==> config.mk <==
export PLATFORM = sky130hd
export DESIGN_NAME = rr_arb_mux
export DESIGN_NICKNAME = d
export VERILOG_FILES = /design/src/rtl/rr_arb_pkg.sv /design/src/rtl/mux.sv /design/src/rtl/rr_arb_skid.sv /design/src/rtl/rr_arb_mux.sv
export SDC_FILE = /design/constraint.sdc
export NUM_CORES = 1
export LEC_CHECK = 0
export ABC_AREA = 1
export CAP_MARGIN = 0
export CELL_PAD_IN_SITES_DETAIL_PLACEMENT = 0
export CELL_PAD_IN_SITES_GLOBAL_PLACEMENT = 2
export CORE_UTILIZATION = 11
export CTS_CLUSTER_DIAMETER = 150
export CTS_CLUSTER_SIZE = 24
export DETAILED_ROUTE_END_ITERATION = 12
export PLACE_DENSITY = 0.87
export SYNTH_ARGS = -nofsm -noshare
export SYNTH_HDL_FRONTEND = slang
export SYNTH_SLANG_ARGS = --single-unit
==> constraint.sdc <==
create_clock -name clk -period 3.3 [get_ports clk]
set_input_delay 0.66 -clock clk [delete_from_list [all_inputs] [get_ports clk]]
set_output_delay 0.66 -clock clk [all_outputs]
set_load 0.1 [all_outputs]
==> src/rtl/rr_arb_pkg.sv <==
// Shared types and helpers for the round-robin arbiter: state encoding,
// pointer width and the rotating-priority winner search.
package rr_arb_pkg;

  localparam int RR_MAX_N  = 64;
  localparam int RR_IDX_W  = $clog2(RR_MAX_N);

  typedef enum logic [0:0] {
    IDLE   = 1'b0,
    LOCKED = 1'b1
  } st_t;

  function automatic int rr_ptr_width(input int n);
    int w;
    w = $clog2(n);
    return (w < 1) ? 1 : w;
  endfunction

  // One-hot winner: first set bit of req at ptr, ptr+1, ... wrapping at n.
  function automatic logic [RR_MAX_N-1:0] rr_pick(input logic [RR_MAX_N-1:0] req,
                                                  input int unsigned        ptr,
                                                  input int unsigned        n);
    logic [RR_MAX_N-1:0] gnt;
    logic                found;
    int unsigned         idx;
    logic [RR_IDX_W-1:0] bit_idx;
    gnt   = '0;
    found = 1'b0;
    for (int unsigned k = 0; k < RR_MAX_N; k++) begin
      if (k < n) begin
        idx = ptr + k;
        if (idx >= n) idx = idx - n;
        bit_idx = idx[RR_IDX_W-1:0];
        if (!found && req[bit_idx]) begin
          gnt[bit_idx] = 1'b1;
          found        = 1'b1;
        end
      end
    end
    return gnt;
  endfunction

endpackage

==> src/rtl/mux.sv <==
// Common one-hot AND-OR multiplexer; i_sel must be one-hot or zero.
module mux #(
  parameter int N = 4,
  parameter int W = 32
) (
  input  logic [N-1:0]        i_sel,
  input  logic [N-1:0][W-1:0] i_data,
  output logic [W-1:0]        o_data
);

  always_comb begin
    o_data = '0;
    for (int j = 0; j < N; j++) begin
      o_data = o_data | ({W{i_sel[j]}} & i_data[j]);
    end
  end

endmodule

==> src/rtl/rr_arb_skid.sv <==
// Two-entry registered output slice; in_rdy_o comes from a flop, so the
// downstream ready never reaches the upstream ready combinationally.
module rr_arb_skid #(
  parameter int W = 33
) (
  input  logic         clk,
  input  logic         rst,
  input  logic         in_vld_i,
  input  logic [W-1:0] in_data_i,
  output logic         in_rdy_o,
  output logic         out_vld_o,
  output logic [W-1:0] out_data_o,
  input  logic         out_rdy_i
);

  logic         out_vld_q;
  logic [W-1:0] out_data_q;
  logic         skid_vld_q;
  logic [W-1:0] skid_data_q;
  logic         out_free;

  assign in_rdy_o   = ~skid_vld_q;
  assign out_vld_o  = out_vld_q;
  assign out_data_o = out_data_q;
  assign out_free   = ~out_vld_q | out_rdy_i;

  // Skid entry only fills when the output stage is stalled.
  always_ff @(posedge clk) begin
    if (rst) begin
      out_vld_q  <= 1'b0;
      skid_vld_q <= 1'b0;
    end else if (out_free) begin
      if (skid_vld_q) begin
        out_vld_q  <= 1'b1;
        out_data_q <= skid_data_q;
        skid_vld_q <= 1'b0;
      end else begin
        out_vld_q  <= in_vld_i;
        out_data_q <= in_data_i;
      end
    end else if (in_vld_i && !skid_vld_q) begin
      skid_vld_q  <= 1'b1;
      skid_data_q <= in_data_i;
    end
  end

endmodule

==> src/rtl/rr_arb_mux.sv <==
// N-input round-robin arbiter with packet locking in front of a one-hot mux.
// Define RR_ARB_MUX_OUT_REG_EN to add a registered output slice (1-cycle latency).
module rr_arb_mux
  import rr_arb_pkg::*;
#(
  parameter int N = 4,
  parameter int W = 32
) (
  input  logic                clk,
  input  logic                rst,
  input  logic [N-1:0]        i_req_vld,
  input  logic [N-1:0][W-1:0] i_req_data,
  input  logic [N-1:0]        i_req_last,
  output logic [N-1:0]        o_req_rdy,
  output logic                o_vld,
  output logic [W-1:0]        o_data,
  output logic                o_last,
  input  logic                i_rdy,
  output logic [N-1:0]        o_gnt
);

  localparam int PW = rr_ptr_width(N);

  st_t                 st_q, st_d;
  logic [PW-1:0]       ptr_q, ptr_d;
  logic [PW-1:0]       lock_q, lock_d;
  logic [PW-1:0]       win_idx;
  logic [N-1:0]        gnt;
  logic [RR_MAX_N-1:0] pick_full;
  logic                unused_pick;
  logic [N-1:0][W:0]   mux_in;
  logic [W:0]          mux_out;
  logic                int_vld;
  logic                int_rdy;
  logic                accept;
  logic                sel_last;

  assign pick_full   = rr_pick(RR_MAX_N'(i_req_vld), 32'(ptr_q), N);
  assign unused_pick = |pick_full;

  always_comb begin
    if (rst) begin
      gnt = '0;
    end else if (st_q == LOCKED) begin
      gnt = {{(N-1){1'b0}}, 1'b1} << lock_q;
    end else begin
      gnt = pick_full[N-1:0];
    end
  end

  always_comb begin
    win_idx = '0;
    for (int j = 0; j < N; j++) begin
      if (gnt[j]) win_idx = PW'(j);
    end
  end

  for (genvar g = 0; g < N; g++) begin : g_mux_in
    assign mux_in[g] = {i_req_last[g], i_req_data[g]};
  end

  mux #(.N(N), .W(W + 1)) u_mux (
    .i_sel  (gnt),
    .i_data (mux_in),
    .o_data (mux_out)
  );

  assign sel_last  = mux_out[W];
  assign int_vld   = |(gnt & i_req_vld);
  assign accept    = int_vld & int_rdy;
  assign o_req_rdy = gnt & {N{int_rdy}};
  assign o_gnt     = gnt;

`ifdef RR_ARB_MUX_OUT_REG_EN
  logic         slice_vld;
  logic [W:0]   slice_data;

  rr_arb_skid #(.W(W + 1)) u_skid (
    .clk        (clk),
    .rst        (rst),
    .in_vld_i   (int_vld),
    .in_data_i  (mux_out),
    .in_rdy_o   (int_rdy),
    .out_vld_o  (slice_vld),
    .out_data_o (slice_data),
    .out_rdy_i  (i_rdy)
  );

  assign o_vld  = slice_vld & ~rst;
  assign o_data = slice_data[W-1:0];
  assign o_last = slice_data[W] & slice_vld & ~rst;
`else
  assign int_rdy = i_rdy;
  assign o_vld   = int_vld;
  assign o_data  = mux_out[W-1:0];
  assign o_last  = sel_last;
`endif

  // Wrap is an explicit compare so non-power-of-two N rotates correctly.
  always_comb begin
    st_d   = st_q;
    ptr_d  = ptr_q;
    lock_d = lock_q;
    if (accept) begin
      if (st_q == IDLE) begin
        if (sel_last) begin
          ptr_d = (win_idx == PW'(N - 1)) ? '0 : win_idx + 1'b1;
        end else begin
          st_d   = LOCKED;
          lock_d = win_idx;
        end
      end else if (sel_last) begin
        st_d  = IDLE;
        ptr_d = (lock_q == PW'(N - 1)) ? '0 : lock_q + 1'b1;
      end
    end
  end

  always_ff @(posedge clk) begin
    if (rst) begin
      st_q   <= IDLE;
      ptr_q  <= '0;
      lock_q <= '0;
    end else begin
      st_q   <= st_d;
      ptr_q  <= ptr_d;
      lock_q <= lock_d;
    end
  end

endmodule
==> metrics.txt, run 1 <==
# TYPE chip_impl_metric gauge
chip_impl_info{name="run_status",value="completed"} 1
chip_impl_metric{name="max_slew_violation_total_from_the_final_report",unit=""} 0
chip_impl_metric{name="synth.distinct_cells",unit=""} 20
chip_impl_info{name="ctsRootBufferMaster",value="clkbuf_16"} 1
chip_impl_metric{name="postSynth.asyncResetShare",unit=""} 0
chip_impl_info{name="synthDominantAreaCellType",value="nand2_1"} 1
chip_impl_metric{name="drc_errors",unit=""} 0
chip_impl_metric{name="leakage",unit="nW"} 1.970
chip_impl_metric{name="htree_levels",unit=""} 1
chip_impl_metric{name="drt_iter0_markers",unit=""} 110
chip_impl_info{name="main_combinational_cell_family_by_area_after_synthesis",value="simple AND/OR/NAND/NOR gates"} 1
chip_impl_metric{name="syn_area_per_cell",unit="sq um"} 5.012
chip_impl_metric{name="synth-seq-cells",unit=""} 5
chip_impl_metric{name="floorplan.die_area",unit="sq um"} 15950
chip_impl_metric{name="final.hold.worst_slack",unit="ns"} 0.5286
chip_impl_metric{name="vdd_drop_max",unit="mV"} 0.2399
chip_impl_metric{name="critical_path_peak_fanout",unit=""} 16
chip_impl_info{name="path_common_cell",value="nand3_1"} 1
chip_impl_metric{name="relSlewSlack",unit=""} 0.8105
chip_impl_metric{name="synth-seq-area-share",unit=""} 0.05891
chip_impl_info{name="critical_path.endpoint_type",value="primary output"} 1
chip_impl_metric{name="cp.required",unit="ns"} 2.64
chip_impl_metric{name="grt_pass1_vias",unit=""} 2825
chip_impl_metric{name="highest_clock_rate",unit="MHz"} 314.2
chip_impl_metric{name="synthesis.area",unit="sq um"} 1699
chip_impl_metric{name="groute.usage.overall",unit=""} 0.1193
chip_impl_metric{name="placement_rows",unit=""} 45
chip_impl_info{name="postSynth.topFlopCell",value="dfxtp_1"} 1
chip_impl_metric{name="slowest_stage_delay_cp",unit="ns"} 0.40
chip_impl_metric{name="timing.critical_path.buf_inv",unit=""} 6
chip_impl_metric{name="syn2layout_area_growth",unit="%"} 170.2
chip_impl_metric{name="synthMuxAreaShare",unit=""} 0
chip_impl_metric{name="detail_route.first_pass.iterations",unit=""} 4
chip_impl_metric{name="grt_max_degree",unit=""} 22
chip_impl_metric{name="post_route_cells_drive_above_1_share",unit=""} 0.2226
chip_impl_metric{name="clkLatencyLatePin",unit="ns"} 0.23
chip_impl_metric{name="post_synth_edffs",unit=""} 0
chip_impl_metric{name="timing.final.setup_violations",unit=""} 0
chip_impl_metric{name="postRouteWirelength",unit="um"} 9959
chip_impl_metric{name="yosys.area_share.xor_xnor",unit=""} 0
chip_impl_metric{name="design.core.area",unit="sq um"} 15150
chip_impl_metric{name="die_x",unit="um"} 126.3
chip_impl_metric{name="fin_crit_sh",unit=""} 0.9644
chip_impl_info{name="synth_top_cells_by_count",value="174 x nand2_1, 32 x nand4_1, 30 x nand3_1, 21 x nor2_1, 18 x inv_1"} 1
chip_impl_info{name="cts_tree",value="done"} 1
chip_impl_metric{name="final_hold_viol_count",unit=""} 0
chip_impl_metric{name="final_antenna_net_count",unit=""} 0
chip_impl_metric{name="fillerInstances",unit=""} 1566
chip_impl_metric{name="synth_adder_area_share",unit=""} 0.08837
chip_impl_info{name="critical_path.startpoint_type",value="register"} 1
chip_impl_metric{name="placement.io_buffers",unit=""} 180
chip_impl_info{name="setup.worst_path.class",value="register to primary output"} 1
chip_impl_info{name="yosysMostFrequentCell",value="nand2_1"} 1
chip_impl_metric{name="antenna_found_initial",unit=""} 0
chip_impl_info{name="critical_path_cell_by_cell",value="inv_4 -> ha_4 -> inv_1 -> nand3_1 -> nand3_1 -> nor2_4 -> nand3_1 -> nand3_2 -> nand2_2 -> inv_4 -> buf_12 -> buf_16 -> nand2_1 -> nand4_1 -> buf_12"} 1
chip_impl_metric{name="final_net_count",unit=""} 691
chip_impl_metric{name="design_area",unit="sq um"} 4591
chip_impl_info{name="crit_family",value="simple AND/OR/NAND/NOR gates"} 1
chip_impl_metric{name="io_pins",unit=""} 181
chip_impl_metric{name="layoutNonFillerInstCount",unit=""} 727
chip_impl_metric{name="ctsLongestPathBuffers",unit=""} 2
chip_impl_metric{name="die-height",unit="um"} 126.3
chip_impl_metric{name="post_dp_hpwl",unit="um"} 7835
chip_impl_metric{name="placedInstanceArea",unit="sq um"} 4347
chip_impl_metric{name="wl_per_cell",unit="um"} 13.70
chip_impl_metric{name="netlist_instances",unit=""} 339
chip_impl_metric{name="setup_ws",unit="ns"} 0.1175
chip_impl_metric{name="number_of_cts_inserted_buffers",unit=""} 3
chip_impl_metric{name="min_period",unit="ns"} 3.182
chip_impl_metric{name="synth.net_count",unit=""} 490
chip_impl_metric{name="grt_first_pass_wirelength",unit="um"} 14990
chip_impl_metric{name="cts_hold_buffers",unit=""} 0
chip_impl_metric{name="detailedPlace.worstSlack",unit="ns"} -0.1222
chip_impl_metric{name="setup_total_negative_slack",unit="ns"} 0
chip_impl_metric{name="cap_viol_max_count",unit=""} 0
chip_impl_info{name="min-delay-path-class",value="register to register"} 1
chip_impl_info{name="critical-path-slowest-cell",value="dfxtp_4"} 1
chip_impl_metric{name="global_route.overflow_total",unit=""} 0
chip_impl_metric{name="overall_via_count_from_detail_route",unit=""} 2898
chip_impl_metric{name="dpl.cell_count",unit=""} 714
chip_impl_metric{name="power.density",unit="nW/um^2"} 643.7
chip_impl_metric{name="max_slew.worst_pin.slew",unit="ns"} 0.2833
chip_impl_metric{name="diodes",unit=""} 0
chip_impl_metric{name="place.gp.congestion",unit=""} 0.8475
chip_impl_metric{name="worst_clock_skew",unit="ns"} 0.001820
chip_impl_metric{name="routed_via_density",unit=""} 3.986
chip_impl_metric{name="clock_sinks",unit=""} 5
chip_impl_metric{name="yosysTopAreaCellShare",unit=""} 0.3844
chip_impl_metric{name="synth-compound-area-share",unit=""} 0.01399
chip_impl_metric{name="cts.clk_slew.worst_paths",unit="ns"} 0.03
chip_impl_info{name="synth_area_leaders",value="nand2_1 38%, nand4_1 12%, ha_1 8.8%, nand3_1 8.8%, dfxtp_1 5.9%"} 1
chip_impl_metric{name="synth_simple_gate_area_share",unit=""} 0.7349
chip_impl_metric{name="yosys_warnings",unit=""} 0
chip_impl_metric{name="worst_path_arrival",unit="ns"} 2.52
chip_impl_metric{name="initial_core_util",unit=""} 0.1122
path summary, 6_finish.rpt:
kind | start | endpoint | slack [ns] | cells after the start
max | ptr_q[0] | o_data[12] | 0.12 | 15
min | lock_q[0] | lock_q[0] | 0.53 | 2
max reg2reg | ptr_q[0] | ptr_q[0] | 0.69 | 19
min reg2reg | lock_q[0] | lock_q[0] | 0.53 | 2
worst reg2reg max path: cells and delay by family, from the launching register on:
| family | cells | cell delay (ns) |
|---|---|---|
| fa+ha+maj | 2 | 0.45 |
| simple gates | 9 | 0.92 |
| flops | 1 | 0.40 |
| buf+inv | 6 | 0.56 |
| compound gates | 2 | 0.20 |
per-stage QoR:
stage                     power, mW    util
after floorplan               1.621       -
after global placement        2.687  0.2870
after detailed placement      2.687  0.2870
after CTS                     2.958  0.2985
after global routing          3.077  0.3031
final                         2.955  0.3031
flip-flops by register name, indices dropped and copies added, names as in the netlist:
signal and cells:
st_q 1, lock_q 2, ptr_q 2
routing by layer:
metal / GRT usage / share of wire / wire length (um)
met3: 0.02421 / 0.067 / 669
met4: 0.02197 / 0.010 / 102
met5: 0 / 0 / 0
met2: 0.2252 / 0.52 / 5188
met1: 0.1381 / 0.40 / 3998
cells by family after synthesis:
| group | Yosys count |
|---|---|
| simple gates | 275 |
| compound gates | 4 |
| flops | 5 |
| fa+ha+maj | 12 |
| buf+inv | 43 |
area by class of cell:
cell class / count / area, sq um / share of cell area
repair buffers: 208 / 2562 / 0.5582
multi-input cells: 291 / 1483 / 0.3230
well taps: 188 / 235.2 / 0.05124
inverters: 31 / 123.9 / 0.02698
flip-flops and latches: 5 / 107.6 / 0.02344
clock buffers: 4 / 78.83 / 0.01717
report_power, final:
group | switching (mW) | internal (mW) | leakage (nW)
combinational | 1.68 | 0.990 | 1.89
sequential | 0.0124 | 0.0694 | 0.0423
clock | 0.0438 | 0.160 | 0.0382
total | 1.73 | 1.22 | 1.97
repair_timing:
item                                    CTS  global route
gates resized for setup                  12            14
buffers inserted                          1             6
pin swaps                                 3             1
gates cloned                              2             0
endpoints found under the setup margin   32            33
placed cells by master (no fill, tap or decap):
cell / Yosys / routed
nand2_1: 174 / 168
clkdlybuf4s50_1: 0 / 134
buf_12: 0 / 50
nand4_1: 32 / 32
nand3_1: 30 / 29
buf_4: 0 / 18
nor2_1: 21 / 17
inv_1: 18 / 16
ha_1: 12 / 11
nand2_2: 3 / 9
inv_2: 10 / 9
nand3_2: 6 / 6
nor2_2: 3 / 5
inv_4: 0 / 3
nor2_4: 1 / 3
nand2_4: 3 / 3
clkinv_1: 3 / 3
clkbuf_16: 0 / 3
dfxtp_1: 5 / 3
nand3_4: 1 / 2
a21oi_1: 2 / 2
buf_16: 0 / 2
clkdlybuf4s15_1: 0 / 2
clkbuf_2: 0 / 2
dfxtp_4: 0 / 2
o21ai_2: 1 / 1
or2_2: 1 / 1
o21ai_1: 1 / 1
ha_4: 0 / 1
clkbuf_1: 0 / 1
Note: power is estimated with default switching activity, not from simulation.
==> inputs of run 2 (changes only) <==
--- a/config.mk
+++ b/config.mk
@@ -7,13 +7,11 @@
 export LEC_CHECK = 0
 export ABC_AREA = 1
 export CAP_MARGIN = 0
-export CELL_PAD_IN_SITES_DETAIL_PLACEMENT = 0
-export CELL_PAD_IN_SITES_GLOBAL_PLACEMENT = 2
-export CORE_UTILIZATION = 11
+export CORE_UTILIZATION = 29
 export CTS_CLUSTER_DIAMETER = 150
 export CTS_CLUSTER_SIZE = 24
 export DETAILED_ROUTE_END_ITERATION = 12
-export PLACE_DENSITY = 0.87
+export PLACE_DENSITY = 0.9
 export SYNTH_ARGS = -nofsm -noshare
 export SYNTH_HDL_FRONTEND = slang
 export SYNTH_SLANG_ARGS = --single-unit
==> run 2 against run 1 <==
Net effect:
- die area shrank 61%
- critical path depth shrank 1
- final cell count shrank 16%
- sequential power grew 1%
- worst setup slack lost 0.017 ns
- clock power shrank 45%
- fmax shrank 0.53%
- power shrank 3.4%
- first-iteration DRC count grew 6.4%
- register-to-register slack lost 0.10 ns
- routed wire length shrank 2.7%
- via count grew 3.5%
- critical path type is now input port to primary output
- highest routed layer is now met5
==> metrics.txt, run 2 (synthesis results as in run 1) <==
# TYPE chip_impl_metric gauge
chip_impl_info{name="run_status",value="completed"} 1
chip_impl_metric{name="worst_hold_path.num_cells",unit=""} 2
chip_impl_metric{name="number_of_cts_inserted_buffers",unit=""} 3
chip_impl_metric{name="vdd_drop_max",unit="mV"} 0.6546
chip_impl_metric{name="p_sw_frac",unit=""} 0.6031
chip_impl_metric{name="postRouteWirelength",unit="um"} 9688
chip_impl_metric{name="leakage",unit="nW"} 1.946
chip_impl_metric{name="post_route_cells_drive_above_1_share",unit=""} 0.2142
chip_impl_metric{name="timing.final.setup_violations",unit=""} 0
chip_impl_metric{name="placement.io_buffers",unit=""} 180
chip_impl_info{name="crit_family",value="simple AND/OR/NAND/NOR gates"} 1
chip_impl_metric{name="cts_hold_buffers",unit=""} 0
chip_impl_metric{name="fin_crit_sh",unit=""} 0.9696
chip_impl_info{name="critical-path-slowest-cell",value="bufbuf_16"} 1
chip_impl_metric{name="final_net_count",unit=""} 689
chip_impl_metric{name="critical_path_peak_fanout",unit=""} 9
chip_impl_metric{name="max_slew.worst_pin.slew",unit="ns"} 0.3926
chip_impl_metric{name="cp.required",unit="ns"} 2.64
chip_impl_info{name="layout_commonest_cell",value="nand2_1"} 1
chip_impl_metric{name="htree_levels",unit=""} 1
chip_impl_metric{name="grt_first_pass_wirelength",unit="um"} 14530
chip_impl_metric{name="setup_ws",unit="ns"} 0.1004
chip_impl_info{name="worst_r2r_startpoint",value="ptr_q[1]"} 1
chip_impl_metric{name="detail_route.first_pass.iterations",unit=""} 5
chip_impl_metric{name="detailedPlace.worstSlack",unit="ns"} -0.07449
chip_impl_info{name="rsz0062_at_grt",value="true"} 1
chip_impl_metric{name="cap_viol_max_count",unit=""} 0
chip_impl_metric{name="power_frac_clock",unit=""} 0.040
chip_impl_metric{name="wl_per_cell",unit="um"} 15.91
chip_impl_metric{name="worst-r2r-cell-count",unit=""} 19
chip_impl_metric{name="final_hold_viol_count",unit=""} 0
chip_impl_metric{name="timing.critical_path.buf_inv",unit=""} 4
chip_impl_metric{name="routed_via_density",unit=""} 4.926
chip_impl_metric{name="worst_clock_skew",unit="ns"} 0.004395
chip_impl_metric{name="drt_iter0_markers",unit=""} 117
chip_impl_info{name="timing.hold.worst.start",value="lock_q[0]"} 1
chip_impl_metric{name="placement_rows",unit=""} 27
chip_impl_metric{name="power.density",unit="nW/um^2"} 651.9
chip_impl_metric{name="groute.usage.overall",unit=""} 0.2976
chip_impl_metric{name="final_antenna_net_count",unit=""} 0
chip_impl_metric{name="overall_via_count_from_detail_route",unit=""} 3000
chip_impl_info{name="most-common-layout-cells",value="170 x nand2_1, 134 x clkdlybuf4s50_1, 50 x buf_12, 32 x nand4_1, 29 x nand3_1"} 1
chip_impl_metric{name="antenna_found_initial",unit=""} 1
chip_impl_metric{name="max_slew_violation_total_from_the_final_report",unit=""} 0
chip_impl_info{name="critical_path.endpoint_type",value="primary output"} 1
chip_impl_metric{name="min_period",unit="ns"} 3.200
chip_impl_metric{name="ctsLongestPathBuffers",unit=""} 2
chip_impl_info{name="ctsRootBufferMaster",value="clkbuf_8"} 1
chip_impl_metric{name="clock_sinks",unit=""} 5
chip_impl_metric{name="layoutNonFillerInstCount",unit=""} 609
chip_impl_metric{name="grt_max_degree",unit=""} 20
chip_impl_info{name="path_common_cell",value="nand2_1"} 1
chip_impl_info{name="cts_tree",value="done"} 1
chip_impl_metric{name="clkLatencyLatePin",unit="ns"} 0.22
chip_impl_metric{name="global_route.overflow_total",unit=""} 0
chip_impl_metric{name="relSlewSlack",unit=""} 0.7382
chip_impl_metric{name="syn2layout_area_growth",unit="%"} 157.7
chip_impl_metric{name="seqPwrFrac",unit=""} 0.029
chip_impl_metric{name="worst_path_arrival",unit="ns"} 2.54
chip_impl_metric{name="slowest_stage_delay_cp",unit="ns"} 0.29
chip_impl_metric{name="place.gp.congestion",unit=""} 1.033
chip_impl_metric{name="cts.clk_slew.worst_paths",unit="ns"} 0.04
chip_impl_info{name="critical_path_cell_by_cell",value="dlygate4sd2_1 -> nand2_1 -> nand3_1 -> nand3_2 -> nand2_4 -> nor2_4 -> nand2_1 -> nand3_2 -> nand2_1 -> inv_2 -> bufbuf_16 -> nand2_1 -> nand4_1 -> buf_12"} 1
chip_impl_info{name="largestRegisters",value="lock_q: 2 flops, ptr_q: 2 flops, st_q: 1 flops"} 1
chip_impl_info{name="worst_hold_path.endpoint",value="lock_q[0]"} 1
chip_impl_info{name="critical_path.startpoint_type",value="input port"} 1
chip_impl_metric{name="design.core.area",unit="sq um"} 5574
chip_impl_info{name="reg2reg_to",value="ptr_q[0]"} 1
chip_impl_metric{name="diodes",unit=""} 0
chip_impl_metric{name="initial_core_util",unit=""} 0.3048
chip_impl_metric{name="path_depth",unit=""} 14
chip_impl_metric{name="die-height",unit="um"} 78.55
chip_impl_metric{name="setup.reg_to_reg.worst_slack",unit="ns"} 0.59
chip_impl_metric{name="fillerInstances",unit=""} 382
chip_impl_metric{name="highest_clock_rate",unit="MHz"} 312.5
chip_impl_metric{name="total_switching_power",unit="mW"} 1.721
chip_impl_metric{name="die_x",unit="um"} 78.55
chip_impl_metric{name="drc_errors",unit=""} 0
chip_impl_metric{name="io_pins",unit=""} 181
chip_impl_metric{name="p_int",unit="mW"} 1.133
chip_impl_metric{name="floorplan.die_area",unit="sq um"} 6169
chip_impl_info{name="min-delay-path-class",value="register to register"} 1
chip_impl_metric{name="final.hold.worst_slack",unit="ns"} 0.5337
chip_impl_metric{name="dpl.cell_count",unit=""} 600
chip_impl_metric{name="p_total",unit="mW"} 2.854
chip_impl_metric{name="grt_pass1_vias",unit=""} 3039
chip_impl_metric{name="combPwrFrac",unit=""} 0.931
chip_impl_metric{name="post_dp_hpwl",unit="um"} 8023
chip_impl_info{name="setup.worst_path.class",value="input port to primary output"} 1
[run 2: routing by layer]
metal / track usage / share of wire / vias up
li1: - / - / 1483
met1: 0.3146 / 0.36 / 1329
met2: 0.5174 / 0.48 / 154
met3: 0.1302 / 0.13 / 32
met4: 0.1111 / 0.033 / 2
met5: 0 / 0.0013 / -
[run 2: per-stage QoR]
stage / area (sq um) / utilization / setup TNS (ns)
2_1_floorplan: 1755 / - / -0.1401
3_3_place_gp: 4217 / 0.7565 / -0.005302
3_5_place_dp: 4217 / 0.7565 / -1.579
4_1_cts: 4335 / 0.7778 / 0
5_1_grt: 4378 / 0.7854 / -0.1308
6_report: 4378 / 0.7854 / 0
[run 2: area by class of cell]
cell class,instances,area (sq um),area share
tap,72,90.09,0.02058
multi-input combinational,291,1473,0.3364
sequential,5,107.6,0.02458
clock buffer,3,41.29,0.009431
clock inverter,1,5.005,0.001143
timing repair buffer,206,2537,0.5796
inverter,31,123.9,0.02829
[run 2: tightest hold or removal path, stage by stage, from the launching register on]
cell	delay, ns
dfxtp_1	0.33
nor2_1	0.11
nor2_1	0.05
[run 2: power groups by stage]
stage / Combinational [mW] / Clock (mW) / Sequential [mW]
floorplan: 1.54 / 0 / 0.0802
global placement: 2.57 / 0 / 0.0823
detailed placement: 2.60 / 0 / 0.0841
CTS: 2.65 / 0.117 / 0.0835
global route: 2.76 / 0.122 / 0.0846
finish: 2.66 / 0.113 / 0.0830
[run 2: worst max-delay path by stage]
stage	from	end
after floorplan	ptr_q[1]	o_data[1]
after global placement	i_req_vld[3]	o_data[4]
after detailed placement	i_req_vld[2]	o_data[21]
after CTS	ptr_q[0]	o_data[3]
after global routing	ptr_q[1]	o_data[3]
final	i_req_vld[2]	o_data[3]
[run 2: repair_timing]
item,CTS,global route
cloned,1,0
gates resized for setup,11,4
endpoints found under the setup margin,32,32
pin swaps,10,2
setup buffers,1,3
==> inputs of run 3 (changes only) <==
--- a/config.mk
+++ b/config.mk
@@ -6,12 +6,14 @@
 export NUM_CORES = 1
 export LEC_CHECK = 0
 export ABC_AREA = 1
+export ABC_CLOCK_PERIOD_IN_PS = 3300
 export CAP_MARGIN = 0
 export CORE_UTILIZATION = 29
 export CTS_CLUSTER_DIAMETER = 150
 export CTS_CLUSTER_SIZE = 24
 export DETAILED_ROUTE_END_ITERATION = 12
 export PLACE_DENSITY = 0.9
+export SLEW_MARGIN = 0
 export SYNTH_ARGS = -nofsm -noshare
 export SYNTH_HDL_FRONTEND = slang
 export SYNTH_SLANG_ARGS = --single-unit
==> constraint.sdc (replaced) <==
create_clock -name clk -period 3.3 [get_ports clk]
set_input_delay 0.66 -clock clk [delete_from_list [all_inputs] [get_ports clk]]
set_output_delay 0.66 -clock clk [all_outputs]
set_load 0.01 [all_outputs]
==> run 3 against run 2 <==
Net effect:
- combinational power fell by 55%
- fmax shrank 0.34%
- largest cell class unchanged
- final cell count increased by 1.5%
- power shrank 51%
- clock skew down 0.0019 ns
- count of clock-buffer cells in the layout increased by 1
- critical endpoint unchanged
- flip-flop and latch count stayed put
- worst setup slack worse by 0.011 ns
- register-to-register slack better by 0.06 ns
==> metrics.txt, run 3 (synthesis results as in run 1) <==
# TYPE chip_impl_metric gauge
chip_impl_metric{name="antenna_found_initial",unit=""} 0
chip_impl_metric{name="setup.reg_to_reg.worst_slack",unit="ns"} 0.65
chip_impl_metric{name="placement_rows",unit=""} 27
chip_impl_metric{name="setup_ws",unit="ns"} 0.08947
chip_impl_metric{name="drc_errors",unit=""} 0
chip_impl_metric{name="timing.final.setup_violations",unit=""} 0
chip_impl_metric{name="power.density",unit="nW/um^2"} 349.6
chip_impl_metric{name="layoutNonFillerInstCount",unit=""} 618
chip_impl_info{name="cts_tree",value="done"} 1
chip_impl_metric{name="grt_first_pass_wirelength",unit="um"} 14530
chip_impl_info{name="largestRegisters",value="lock_q: 2 flops, ptr_q: 2 flops, st_q: 1 flops"} 1
chip_impl_metric{name="post_route_cells_drive_above_1_share",unit=""} 0.1648
chip_impl_info{name="setup.worst_path.class",value="input port to primary output"} 1
chip_impl_metric{name="cp.required",unit="ns"} 2.64
chip_impl_metric{name="diodes",unit=""} 0
chip_impl_metric{name="relSlewSlack",unit=""} 0.8117
chip_impl_metric{name="p_total",unit="mW"} 1.387
chip_impl_metric{name="fillerInstances",unit=""} 448
chip_impl_metric{name="worst_path_arrival",unit="ns"} 2.55
chip_impl_metric{name="design.core.area",unit="sq um"} 5574
chip_impl_metric{name="postRouteWirelength",unit="um"} 9946
chip_impl_metric{name="place.gp.congestion",unit=""} 0.9602
chip_impl_metric{name="clock_sinks",unit=""} 5
chip_impl_metric{name="overall_via_count_from_detail_route",unit=""} 3069
chip_impl_metric{name="final_antenna_net_count",unit=""} 0
chip_impl_metric{name="die-height",unit="um"} 78.55
chip_impl_info{name="min-delay-path-class",value="register to register"} 1
chip_impl_metric{name="ctsLongestPathBuffers",unit=""} 2
chip_impl_metric{name="max_slew_violation_total_from_the_final_report",unit=""} 0
chip_impl_metric{name="grt_pass1_vias",unit=""} 2943
chip_impl_metric{name="io_pins",unit=""} 181
chip_impl_metric{name="initial_core_util",unit=""} 0.3048
chip_impl_metric{name="dpl.cell_count",unit=""} 608
chip_impl_info{name="ctsRootBufferMaster",value="clkbuf_8"} 1
chip_impl_metric{name="final_net_count",unit=""} 698
chip_impl_info{name="most-common-layout-cells",value="171 x nand2_1, 140 x clkdlybuf4s50_1, 32 x nand4_1, 28 x nand3_1, 27 x buf_4"} 1
chip_impl_metric{name="floorplan.die_area",unit="sq um"} 6169
chip_impl_metric{name="placement.io_buffers",unit=""} 180
chip_impl_metric{name="setup_total_negative_slack",unit="ns"} 0
chip_impl_metric{name="highest_clock_rate",unit="MHz"} 311.5
chip_impl_metric{name="wl_per_cell",unit="um"} 16.09
chip_impl_metric{name="grt_max_degree",unit=""} 23
chip_impl_metric{name="min_period",unit="ns"} 3.211
chip_impl_metric{name="leakage",unit="nW"} 1.887
chip_impl_metric{name="detailedPlace.worstSlack",unit="ns"} -0.3767
chip_impl_metric{name="post_dp_hpwl",unit="um"} 7588
chip_impl_metric{name="cap_viol_max_count",unit=""} 0
chip_impl_metric{name="worst_clock_skew",unit="ns"} 0.002458
chip_impl_metric{name="critical_path_peak_fanout",unit=""} 16
chip_impl_metric{name="vdd_drop_max",unit="mV"} 0.3776
chip_impl_metric{name="syn2layout_area_growth",unit="%"} 133.5
chip_impl_metric{name="htree_levels",unit=""} 1
chip_impl_info{name="run_status",value="completed"} 1
chip_impl_metric{name="number_of_cts_inserted_buffers",unit=""} 3
chip_impl_metric{name="routed_via_density",unit=""} 4.966
chip_impl_metric{name="die_x",unit="um"} 78.55
chip_impl_metric{name="clkLatencyLatePin",unit="ns"} 0.22
chip_impl_metric{name="cts.clk_slew.worst_paths",unit="ns"} 0.03
chip_impl_metric{name="drt_iter0_markers",unit=""} 189
chip_impl_metric{name="global_route.overflow_total",unit=""} 0
chip_impl_metric{name="max_slew.worst_pin.slew",unit="ns"} 0.2807
chip_impl_info{name="layout_commonest_cell",value="nand2_1"} 1
chip_impl_info{name="critical_path.startpoint_type",value="input port"} 1
chip_impl_info{name="critical_path.endpoint_type",value="primary output"} 1
chip_impl_metric{name="finish.utilization",unit=""} 0.7118
chip_impl_metric{name="groute.usage.overall",unit=""} 0.3043
chip_impl_metric{name="fin_crit_sh",unit=""} 0.9729
chip_impl_metric{name="detail_route.first_pass.iterations",unit=""} 7
chip_impl_metric{name="final_hold_viol_count",unit=""} 0
run 3: cell types whose count changed in the layout (fill, tap and decap cells not counted), sizes merged, moves of 3 or more:
cell,previous run,this run
dlygate4sd2,4,16
clkdlybuf4s15,0,9
dlymetal6s2s,0,3
clkdlybuf4s50,134,140
buf,67,38
clkbuf,3,10
run 3: what timing repair did:
| item | CTS | global route |
|---|---|---|
| gates resized for setup | 69 | 27 |
| buffers inserted | 2 | 0 |
| endpoints found under the setup margin | 42 | 27 |
| cloned | 4 | 0 |
| hold buffers | 0 | 0 |
| pin swaps | 1 | 2 |
run 3: cell type report:
cell class / instances / area (sq um) / area share
flip-flops and latches: 5 / 100.1 / 0.02523
repair buffers: 215 / 2148 / 0.5415
clock buffers: 4 / 45.04 / 0.01135
inverters: 31 / 118.9 / 0.02996
well taps: 72 / 90.09 / 0.02271
multi-input cells: 291 / 1465 / 0.3693
run 3: path summary, 6_finish.rpt:
path | from | cells after the start | endpoint
min reg2reg | lock_q[0] | 2 | lock_q[0]
max | i_req_vld[3] | 13 | o_data[3]
min | lock_q[0] | 2 | lock_q[0]
max reg2reg | ptr_q[1] | 18 | ptr_q[0]
run 3: routing by layer:
metal | wire [um] | vias to the layer above | GRT usage | part of all wire
met5 | 0 | - | 0 | 0
met4 | 233 | 0 | 0.1056 | 0.023
met3 | 1280 | 23 | 0.1233 | 0.13
met2 | 4547 | 175 | 0.5096 | 0.46
met1 | 3885 | 1364 | 0.3457 | 0.39
li1 | - | 1507 | - | -
run 3: power breakdown:
| part | total (mW) | leakage, nW | internal, mW | switching [mW] |
|---|---|---|---|---|
| logic | 1.20 | 1.82 | 0.614 | 0.584 |
| registers | 0.0786 | 0.0407 | 0.0693 | 0.00934 |
| clock network | 0.111 | 0.0228 | 0.0827 | 0.0282 |
| total | 1.39 | 1.89 | 0.766 | 0.622 |
run 3: worst max-delay path, cell delays in order:
cell,delay (ns)
dlygate4sd2_1,0.25
nand2_1,0.10
nand3_1,0.09
nand3_1,0.10
nor2_2,0.21
nand3_1,0.13
nand3_2,0.09
nand2_1,0.07
inv_2,0.11
bufbuf_16,0.30
nand2_1,0.06
nand4_1,0.08
dlygate4sd2_1,0.30
run 3: metrics by stage:
| step | hold WS [ns] | instance area [sq um] |
|---|---|---|
| after floorplan | 0.4974 | 1699 |
| after global routing | 0.5608 | 3968 |
| after CTS | 0.5318 | 3935 |
| final | 0.5314 | 3968 |
| after detailed placement | 0.5272 | 3799 |
| after global placement | 0.5196 | 3799 |
